==> src/rtl/irq_ctrl.sv <==
// Programmable interrupt controller: sync, edge/level latch, mask, priority encode, vector ack.
// Optional NMI routing (NMISEL register, nmirq, NMI vector at register 6) with IRQC_NMI_EN.
module irq_ctrl #(
    parameter int NUM_SRC     = 8,
    parameter int SYNC_STAGES = 2
) (
    input  logic               clock,
    input  logic               reset,
    input  logic [NUM_SRC-1:0] irq_src_n,
    input  logic [2:0]         reg_addr,
    input  logic [7:0]         reg_wdata,
    input  logic               reg_wr,
    input  logic               reg_rd,
    output logic [7:0]         reg_rdata,
    output logic               irq,
    output logic               nmirq,
    output logic [NUM_SRC-1:0] active_src
);

    typedef logic [NUM_SRC-1:0] src_t;

    localparam logic [2:0] A_STATUS = 3'd0;
    localparam logic [2:0] A_MASK   = 3'd1;
    localparam logic [2:0] A_MODE   = 3'd2;
    localparam logic [2:0] A_CLEAR  = 3'd3;
    localparam logic [2:0] A_VECTOR = 3'd4;
    localparam logic [2:0] A_NMISEL = 3'd5;
    localparam logic [2:0] A_NMIVEC = 3'd6;

    logic [SYNC_STAGES-1:0][NUM_SRC-1:0] sync_q;
    src_t s, prev_q, fall, mask_q, mode_q, edge_q, edge_d, clr, pending, nmisel_q, wdata_src;
    logic [3:0] irq_pri, nmi_pri;

    // {found, index}; lowest index wins
    function automatic logic [3:0] prio(input src_t v);
        prio = '0;
        for (int i = NUM_SRC - 1; i >= 0; i--)
            if (v[i]) prio = {1'b1, 3'(i)};
    endfunction

    assign s         = sync_q[SYNC_STAGES-1];
    assign fall      = prev_q & ~s;
    assign wdata_src = reg_wdata[NUM_SRC-1:0];

    // An edge arriving this clock is already visible, keeping edge and level latency equal
    assign pending = (mode_q & (edge_q | fall)) | (~mode_q & ~s);
    assign irq_pri = prio(pending & mask_q & ~nmisel_q);

    always_comb begin
        clr = '0;
        if (reg_wr && reg_addr == A_CLEAR)
            clr = clr | wdata_src;
        if (reg_wr && reg_addr == A_MODE)
            clr = clr | (mode_q & ~wdata_src);
        if (reg_rd && reg_addr == A_VECTOR && irq_pri[3])
            clr = clr | (src_t'(1) << irq_pri[2:0]);
        if (reg_rd && reg_addr == A_NMIVEC && nmi_pri[3])
            clr = clr | (src_t'(1) << nmi_pri[2:0]);
        edge_d = (edge_q & ~clr) | (fall & mode_q);
    end

    always_comb begin
        reg_rdata = 8'h00;
        case (reg_addr)
            A_STATUS: reg_rdata = 8'(pending);
            A_MASK:   reg_rdata = 8'(mask_q);
            A_MODE:   reg_rdata = 8'(mode_q);
            A_VECTOR: reg_rdata = {irq_pri[3], 4'b0000, irq_pri[2:0]};
            A_NMISEL: reg_rdata = 8'(nmisel_q);
            A_NMIVEC: reg_rdata = {nmi_pri[3], 4'b0000, nmi_pri[2:0]};
            default:  reg_rdata = 8'h00;
        endcase
    end

    always_ff @(posedge clock) begin
        if (reset) begin
            sync_q     <= '1;
            prev_q     <= '1;
            mask_q     <= '0;
            mode_q     <= '0;
            edge_q     <= '0;
            irq        <= 1'b1;
            active_src <= '0;
        end else begin
            sync_q     <= {sync_q[SYNC_STAGES-2:0], irq_src_n};
            prev_q     <= s;
            edge_q     <= edge_d;
            irq        <= ~|(pending & mask_q & ~nmisel_q);
            active_src <= pending & mask_q;
            if (reg_wr && reg_addr == A_MASK) mask_q <= wdata_src;
            if (reg_wr && reg_addr == A_MODE) mode_q <= wdata_src;
        end
    end

`ifdef IRQC_NMI_EN
    assign nmi_pri = prio(pending & mask_q & nmisel_q);

    always_ff @(posedge clock) begin
        if (reset) begin
            nmisel_q <= '0;
            nmirq    <= 1'b1;
        end else begin
            nmirq <= ~|(pending & mask_q & nmisel_q);
            if (reg_wr && reg_addr == A_NMISEL) nmisel_q <= wdata_src;
        end
    end
`else
    // No NMI routing: all enabled sources go to irq, NMI vector never reports
    assign nmisel_q = '0;
    assign nmi_pri  = '0;
    assign nmirq    = 1'b1;
`endif

endmodule
==> config.mk <==
export PLATFORM = sky130hd
export DESIGN_NAME = irq_ctrl
export DESIGN_NICKNAME = d
export VERILOG_FILES = /design/src/rtl/irq_ctrl.sv
export SDC_FILE = /design/constraint.sdc
export NUM_CORES = 1
export LEC_CHECK = 0
export ABC_CLOCK_PERIOD_IN_PS = 2300
export BUFFER_PORTS_ARGS = -buffer_cell sky130_fd_sc_hd__buf_2
export CELL_PAD_IN_SITES_DETAIL_PLACEMENT = 1
export CELL_PAD_IN_SITES_GLOBAL_PLACEMENT = 2
export CORE_UTILIZATION = 32
export DETAILED_ROUTE_END_ITERATION = 12
export PLACE_DENSITY_LB_ADDON = 0.1
export SYNTH_ARGS = -nofsm -noshare
export SYNTH_HDL_FRONTEND = slang
export SYNTH_SLANG_ARGS = --single-unit
==> constraint.sdc <==
create_clock -name clock -period 2.3 [get_ports clock]
set_input_delay 0 -clock clock [delete_from_list [all_inputs] [get_ports clock]]
set_output_delay 0 -clock clock [all_outputs]
set_load 0.01 [all_outputs]
Word level (Yosys, flattened, before mapping) --
Cells that the tools add are included.
Operators by class: shift operators 1, equal/unequal tests 4, multiplexer cells 12, reduce and logical (&&, ||, !) cells 8, bitwise operators 16
Operators by type and width (number):
- bitwise AND 8 bit | 7
- OR 8 bit | 5
- two-way mux 4 bit | 8
- NOT 8 bit | 4
- one-hot mux 8 bit (4 select lines) | 1
- two-way mux 8 bit | 3
- OR reduction 8 bit | 1
- left shift 1 x 3 -> 8 bit (first input constant) | 1
- equality test 3 x 2 -> 1 bit (second input constant) | 2
- logical AND 1 bit | 5
- equality test 3 x 1 -> 1 bit (second input constant) | 1
- equality test 3 bit (second input constant) | 1
- zero test 3 bit | 1
- zero test 1 bit | 1
Word-level totals: flip-flop bits (word level) 57, output and inout port bits 18, logic and storage cells 49

Longest topological paths before layout --
Gate-level depths: netlist of the first run.
depth after elaboration 20, gate-level depth with buffers 7, depth with buffers taken out 5

Worst setup path after synthesis of the first run --
No wires, ideal clock.
kind flip-flop to flip-flop, from register mode_q[6], to register edge_q[6], stages on the path, launching flop included 6, setup slack 536 ps, period minus slack after synthesis 1764 ps, data arrival time 1650 ps, library setup time 115 ps, required time 2185 ps, cell sequence dfxtp_1 -> nor2b_1 -> o31a_1 -> a211oi_1 -> or4b_1 -> o21a_1
On the way: cells in the longest elaborated chain, start to end 17, elaborated cells on any way between the ends 23
Ends and longest elaborated chain:
- start: declaration | line 31 | src_t s, prev_q, fall, mask_q, mode_q, edge_q, edge_d, clr, pending, nmisel_q, wdata_src;
- start signal: assignment | line 91 | if (reg_wr && reg_addr == A_MODE) mode_q <= wdata_src;
- NOT 8 bit | line 46 | assign pending = (mode_q & (edge_q | fall)) | (~mode_q & ~s);
- bitwise AND 8 bit | line 46
- OR 8 bit | line 46
- bitwise AND 8 bit | line 47 | assign irq_pri = prio(pending & mask_q & ~nmisel_q);
- two-way mux 4 bit (7 in series) | line 38 | if (v[i]) prio = {1'b1, 3'(i)};
- left shift 1 x 3 -> 8 bit | line 56 | clr = clr | (src_t'(1) << irq_pri[2:0]);
- OR 8 bit | line 56
- two-way mux 8 bit | line 55 | if (reg_rd && reg_addr == A_VECTOR && irq_pri[3])
- NOT 8 bit | line 59 | edge_d = (edge_q & ~clr) | (fall & mode_q);
- bitwise AND 8 bit | line 59
- OR 8 bit (*) | line 59
- end signal: assignment | line 87 | edge_q <= edge_d;
- end: declaration | line 31
Every way passes the cells marked *; elsewhere a longest branch is shown, timed or not. A chain may end at the register's enable or synchronous reset.

Worst setup path in the final report of the first run --
from register mode_q[4], to output port reg_rdata[0]
On the way: cells in the longest elaborated chain, start to end 10, elaborated cells on any way between the ends 11
Ends and longest elaborated chain:
- NOT 8 bit | line 46
- bitwise AND 8 bit | line 46
- OR 8 bit (*) | line 46
- bitwise AND 8 bit (*) | line 47
- two-way mux 4 bit (*) (5 in series) | line 38
- one-hot mux 8 bit (4 select lines) (*) | line 64 | case (reg_addr)
- end: declaration | line 14 | output logic [7:0] reg_rdata,
Marked as above.

==> results of run 1 <==
logic make-up (layout without fill, tap and decap cells):
group / after synthesis / after routing / synth area share
simple gates: 151 / 151 / 0.303
compound gates: 78 / 78 / 0.194
flops: 57 / 57 / 0.455
buf+inv: 17 / 84 / 0.0300
mux: 4 / 4 / 0.0160
other cells: 1 / 1 / 0.00150
state kept, by name, summed over array words and instances (netlist names):
register / count
active_src: 8
s: 8
mask_q: 8
prev_q: 8
mode_q: 8
sync_q: 8
edge_q: 8
irq: 1
cell type report:
class / instances / area [µm²] / area share
clock buffers: 11 / 151 / 0.0469
clock inverters: 5 / 77.6 / 0.0240
inverters: 4 / 15.0 / 0.00465
multi-input cells: 234 / 1300 / 0.401
flip-flops and latches: 57 / 1140 / 0.354
well taps: 99 / 124 / 0.0384
repair buffers: 64 / 423 / 0.131
what timing repair did:
| item | 4_1_cts | 5_1_grt |
|---|---|---|
| gates resized for setup | 1 | 2 |
| gates cloned | 0 | 0 |
| hold buffers | 16 | 0 |
| pin swaps | 0 | 1 |
| endpoints found under the hold margin | 25 | 0 |
| setup endpoints to repair | 1 | 1 |
critical path: stages, from the launching register on:
cell	delay, ns
dfxtp_1	0.43
nor2b_1	0.18
o21ai_0	0.21
or3_1	0.37
o22ai_1	0.29
o2bb2ai_1	0.16
buf_2	0.15
Yosys cell counts (all sizes together) (2+ instances only):
cell	count
nand2	64
dfxtp	57
a21oi	34
or2	22
nor2	19
nor2b	14
o21ai	12
clkbuf	11
nand2b	6
nand3	5
o2111ai	5
o22ai	5
a2bb2oi	4
and3	4
inv	4
mux2i	4
a21o	3
and2	3
nor3	3
buf	2
nand3b	2
nor3b	2
o2bb2ai	2
or3	2
layer usage:
metal  vias to the layer above  part of all wire  track usage
li1                       1191                 -            -
met1                      1141              0.47        0.262
met2                        57              0.47        0.326
met3                        16             0.041       0.0421
met4                         0             0.019       0.0860
met5                         -                 0            0
stage by stage:
step                      utilization  worst slack (ns)  hold WS, ns
after floorplan                     -             0.536       0.0919
after global placement          0.382             0.387        0.182
after detailed placement        0.382             0.332        0.185
after CTS                       0.435            0.0749       0.0357
after global routing            0.436           0.00157       0.0658
final                           0.436             0.162       0.0360
worst paths after layout:
path / from / to / depth (start not counted)
setup / recovery: mode_q[4] / reg_rdata[0] / 6
hold / removal: reset / active_src[0] / 2
setup reg to reg: mode_q[4] / edge_q[6] / 5
hold reg to reg: sync_q[1] / s[1] / 1
power by group through the flow:
stage | clock [mW] | sequential (mW) | combinational (mW)
4_1_cts | 1.10 | 1.03 | 0.168
6_report | 1.08 | 1.03 | 0.166
3_3_place_gp | 0 | 1.05 | 0.145
2_1_floorplan | 0 | 1.04 | 0.0832
3_5_place_dp | 0 | 1.05 | 0.147
5_1_grt | 1.15 | 1.03 | 0.185
==> results by group, run 1 <==
Floorplan
  – Starting Density: 0.338
  – Die width: 90.5 µm
  – Die Y: 90.5 µm
  – Core area: 0.00741 mm²
  – Die area: 0.00819 mm²
  – I/O pin count: 41
  – Rows: 31

STA
  – Setup_tns: 0 ns
  – Final hold vios: 0
  – Tmin final: 2.14 ns
  – RSZ-0062 raised after global routing: no
  – Worst-Margin Slew: 0.511 ns
  – Final setup viols: 0
  – Slew margin rel.: 0.656
  – Tcrit/Tclk final: 0.930
  – FMAX: 468 MHz
  – Final Skew: 0.00454 ns
  – Final Max Slew Viols: 0

Yosys
  – Post-Syn Nets: 331
  – Ranking of synthesized cells by area: dfxtp_1 (46%), nand2_1 (9.4%), a21oi_1 (6.8%)
  – Post-synth top flop: dfxtp_1
  – Proportion of synthesized chip area in sequential cells: 0.455
  – Synthesis-stage register bit count: 57
  – Yosys top cell area share: 0.455
  – Post-synth EDFFs: 0
  – Asr flop ratio synth: 0
  – Mapped Cells: 308
  – Synth Cell Area: 0.00251 mm²
  – Ys Warns: 0
  – Synth cell types: 47
  – Cell taking the most area after synthesis: dfxtp_1
  – Mean Syn Cell Area: 8.14 µm²

Clock network
  – Bufs on Longest Clock Path: 2
  – CTS tree: built
  – Htree depth: 3
  – Clock Sinks: 57
  – Post-CTS Setup Inserts: 0
  – Clk root buf: clkbuf_8
  – Clk slew on worst S/H paths: 0.07 ns
  – Num CTS Buffers: 9
  – Skew-Pair Late Insertion Delay: 0.34 ns

Global route
  – Total grt overflow: 0
  – First-pass GRT wire length: 12600 µm
  – GRT Resource Usage Total: 0.203
  – Vias in the first global route: 2389
  – Pin count of the biggest net entering global routing: 20
  – Antenna violations before repair: 0

Critical path
  – Critical Path AT: 2.14 ns
  – CP Max Fanout: 7
  – Crit path kind: flop to primary output
  – Startpoint Class: flop
  – Crit path capture type: primary output
  – CP Data Required Time: 2.30 ns
  – Worst reg2reg setup slack: 0.33 ns

Power
  – VDD IR-drop max: 297 µV
  – Sw frac: 0.228
  – Sw Pwr: 0.519 mW
  – Sequential power share: 0.452
  – Pint: 1.75 mW
  – Power per cell area: 703 mW/mm²
  – Tot Pwr: 2.27 mW
  – Logic pwr share: 0.073
  – Clock network power share: 0.475
  – Leak: 1.26 nW

Placement
  – IO buf count: 39
  – Dpl cell area: 0.00283 mm²
  – RePlAce Congestion: 0.847
  – Final HPWL DP: 5450 µm
  – Placed cells: 442

Route
  – DRC viols: 0
  – Via density: 5.07
  – Starting DRT DRC Count: 82
  – Routed via count: 2405
  – TritonRoute pass-1 iters: 4
  – Final ANT Viol Nets: 0
  – Routed wire per std cell: 16.1 µm
  – Final WL: 7650 µm

Final layout
  – P&R area growth vs syn: 28.9%
  – Finished Cell Area: 0.00323 mm²
  – Finished Layout Cells: 474
  – Ant. Diodes: 0
  – Fillers: 905
  – Commonest non-fill, non-tap cell in the layout: nand2_1
  – Net count reported at finish: 393
  – Most frequent cells in the layout: nand2_1 (63), dfxtp_1 (56), buf_2 (39)
  – Share of cells above drive strength 1: 0.243

Min path
  – HP Class: primary input to flop

Status
  – Status: finished clean

Job
  – Max-cap violations: 0
Note: power is estimated with default switching activity, not from simulation.
==> run 2: changes to the inputs <==
--- a/config.mk
+++ b/config.mk
@@ -6,7 +6,7 @@
 export NUM_CORES = 1
 export LEC_CHECK = 0
 export ABC_CLOCK_PERIOD_IN_PS = 2300
-export BUFFER_PORTS_ARGS = -buffer_cell sky130_fd_sc_hd__buf_2
+export BUFFER_PORTS_ARGS = -buffer_cell sky130_fd_sc_hd__clkbuf_2
 export CELL_PAD_IN_SITES_DETAIL_PLACEMENT = 1
 export CELL_PAD_IN_SITES_GLOBAL_PLACEMENT = 2
 export CORE_UTILIZATION = 32
==> results by group, run 2 (synthesized netlist as in run 1, its figures left out) <==
Min path
  – Hold path cells: 4
  – HP Class: primary input to flop

Critical path
  – CP Max Fanout: 6
  – CP Data Required Time: 2.30 ns
  – FF-to-FF path depth: 5
  – Worst Path Buf+Inv: 1
  – Worst reg2reg setup slack: 0.30 ns
  – Slowest cell delay on critical path: 0.41 ns
  – CP Cell Sequence: nor2b_1, o21ai_0, a21oi_1, nand2_1, o32ai_1, clkbuf_2
  – Slowest cell on the critical path: dfxtp_1
  – Crit path capture type: primary output
  – Critical path depth: 6
  – CP delay by family, top: compound AO/OA/AOI/OAI gates
  – Crit path kind: flop to primary output
  – Startpoint Class: flop
  – Critical Path AT: 2.09 ns

Final layout
  – Share of cells above drive strength 1: 0.243
  – Net count reported at finish: 393
  – Ant. Diodes: 0
  – Most frequent cells in the layout: nand2_1 (63), dfxtp_1 (57), clkbuf_2 (39)
  – Finished Layout Cells: 474
  – Commonest non-fill, non-tap cell in the layout: nand2_1
  – Final Util: 0.437
  – P&R area growth vs syn: 29.1%

Placement
  – Final HPWL DP: 5450 µm
  – IO buf count: 39
  – Placed cells: 442
  – RePlAce Congestion: 0.841

STA
  – Tcrit/Tclk final: 0.911
  – Worst-Margin Slew: 0.510 ns
  – Final Max Slew Viols: 0
  – Final Skew: 0.00513 ns
  – Final hold vios: 0
  – FMAX: 478 MHz
  – Setup_tns: 0 ns
  – Slew margin rel.: 0.657
  – Tmin final: 2.09 ns
  – RSZ-0062 raised after global routing: no
  – Final setup viols: 0

Route
  – Via density: 5.00
  – DRC viols: 0
  – TritonRoute pass-1 iters: 4
  – Starting DRT DRC Count: 60
  – Final ANT Viol Nets: 0
  – Final WL: 7840 µm
  – Routed via count: 2371
  – Routed wire per std cell: 16.5 µm

Clock network
  – Skew-Pair Late Insertion Delay: 0.34 ns
  – Clock Sinks: 57
  – Htree depth: 3
  – Bufs on Longest Clock Path: 2
  – Clk slew on worst S/H paths: 0.06 ns
  – Num CTS Buffers: 9
  – CTS tree: built
  – Clk root buf: clkbuf_8
  – Post-CTS Setup Inserts: 0

Floorplan
  – Rows: 31
  – I/O pin count: 41
  – Core area: 0.00741 mm²
  – Die Y: 90.5 µm
  – Die width: 90.5 µm
  – Die area: 0.00819 mm²
  – Starting Density: 0.338

Global route
  – Total grt overflow: 0
  – GRT Resource Usage Total: 0.205
  – Antenna violations before repair: 0
  – First-pass GRT wire length: 12800 µm
  – Vias in the first global route: 2382
  – Pin count of the biggest net entering global routing: 21

Power
  – Power per cell area: 706 mW/mm²
  – VDD IR-drop max: 293 µV
  – Leak: 1.25 nW

Job
  – Max-cap violations: 0

Status
  – Status: finished clean
run 2: changes by cell type in the layout (fill, tap and decap cells not counted), sizes merged:
cell    previous run  this run
buf               48         9
clkbuf            11        50
run 2: worst paths after layout:
check / from / endpoint
worst max register to register: mode_q[1] / edge_q[6]
worst min-delay path: reg_rd / edge_q[1]
worst max-delay path: mode_q[1] / reg_rdata[2]
worst min register to register: sync_q[7] / s[7]
run 2: final cells by class:
| type | instances | area, µm² |
|---|---|---|
| clock buffers | 11 | 151 |
| clock inverters | 5 | 77.6 |
| fillers | 915 | 4170 |
| inverters | 4 | 15.0 |
| multi-input cells | 234 | 1300 |
| flip-flops and latches | 57 | 1140 |
| well taps | 99 | 124 |
| repair buffers | 64 | 423 |
run 2: worst min-delay path: stages:
cell and delay (ns):
clkbuf_2 0.10, nand2_2 0.07, nor3_1 0.04, o22ai_1 0.13
run 2: metrics by stage:
step	instance area [µm²]	hold slack, ns	setup WS [ns]	power (mW)
2_1_floorplan	2510	0.0919	0.536	1.13
3_3_place_gp	2830	0.182	0.404	1.19
3_5_place_dp	2830	0.186	0.338	1.20
4_1_cts	3220	0.0321	0.0823	2.31
5_1_grt	3230	0.0618	0.0346	2.37
6_report	3230	0.0523	0.206	2.28
run 2: metal layers:
layer | global-route usage | routed length [µm]
met1 | 0.274 | 3860
met4 | 0.0847 | 89
met3 | 0.0345 | 211
met2 | 0.326 | 3680
met5 | 0 | 0
run 2: power by group:
group / leakage (nW) / internal, mW / switching (mW) / total, mW
Clock: 0.115 / 0.665 / 0.423 / 1.09
Sequential: 0.465 / 1.01 / 0.0165 / 1.03
Combinational: 0.667 / 0.0769 / 0.0921 / 0.169
run 2: timing repair:
| action | CTS | global route |
|---|---|---|
| endpoints found under the hold margin | 25 | 0 |
| setup endpoints to repair | 1 | 2 |
| hold buffers | 16 | 0 |
| gates resized for setup | 1 | 2 |
| pin swaps | 0 | 1 |
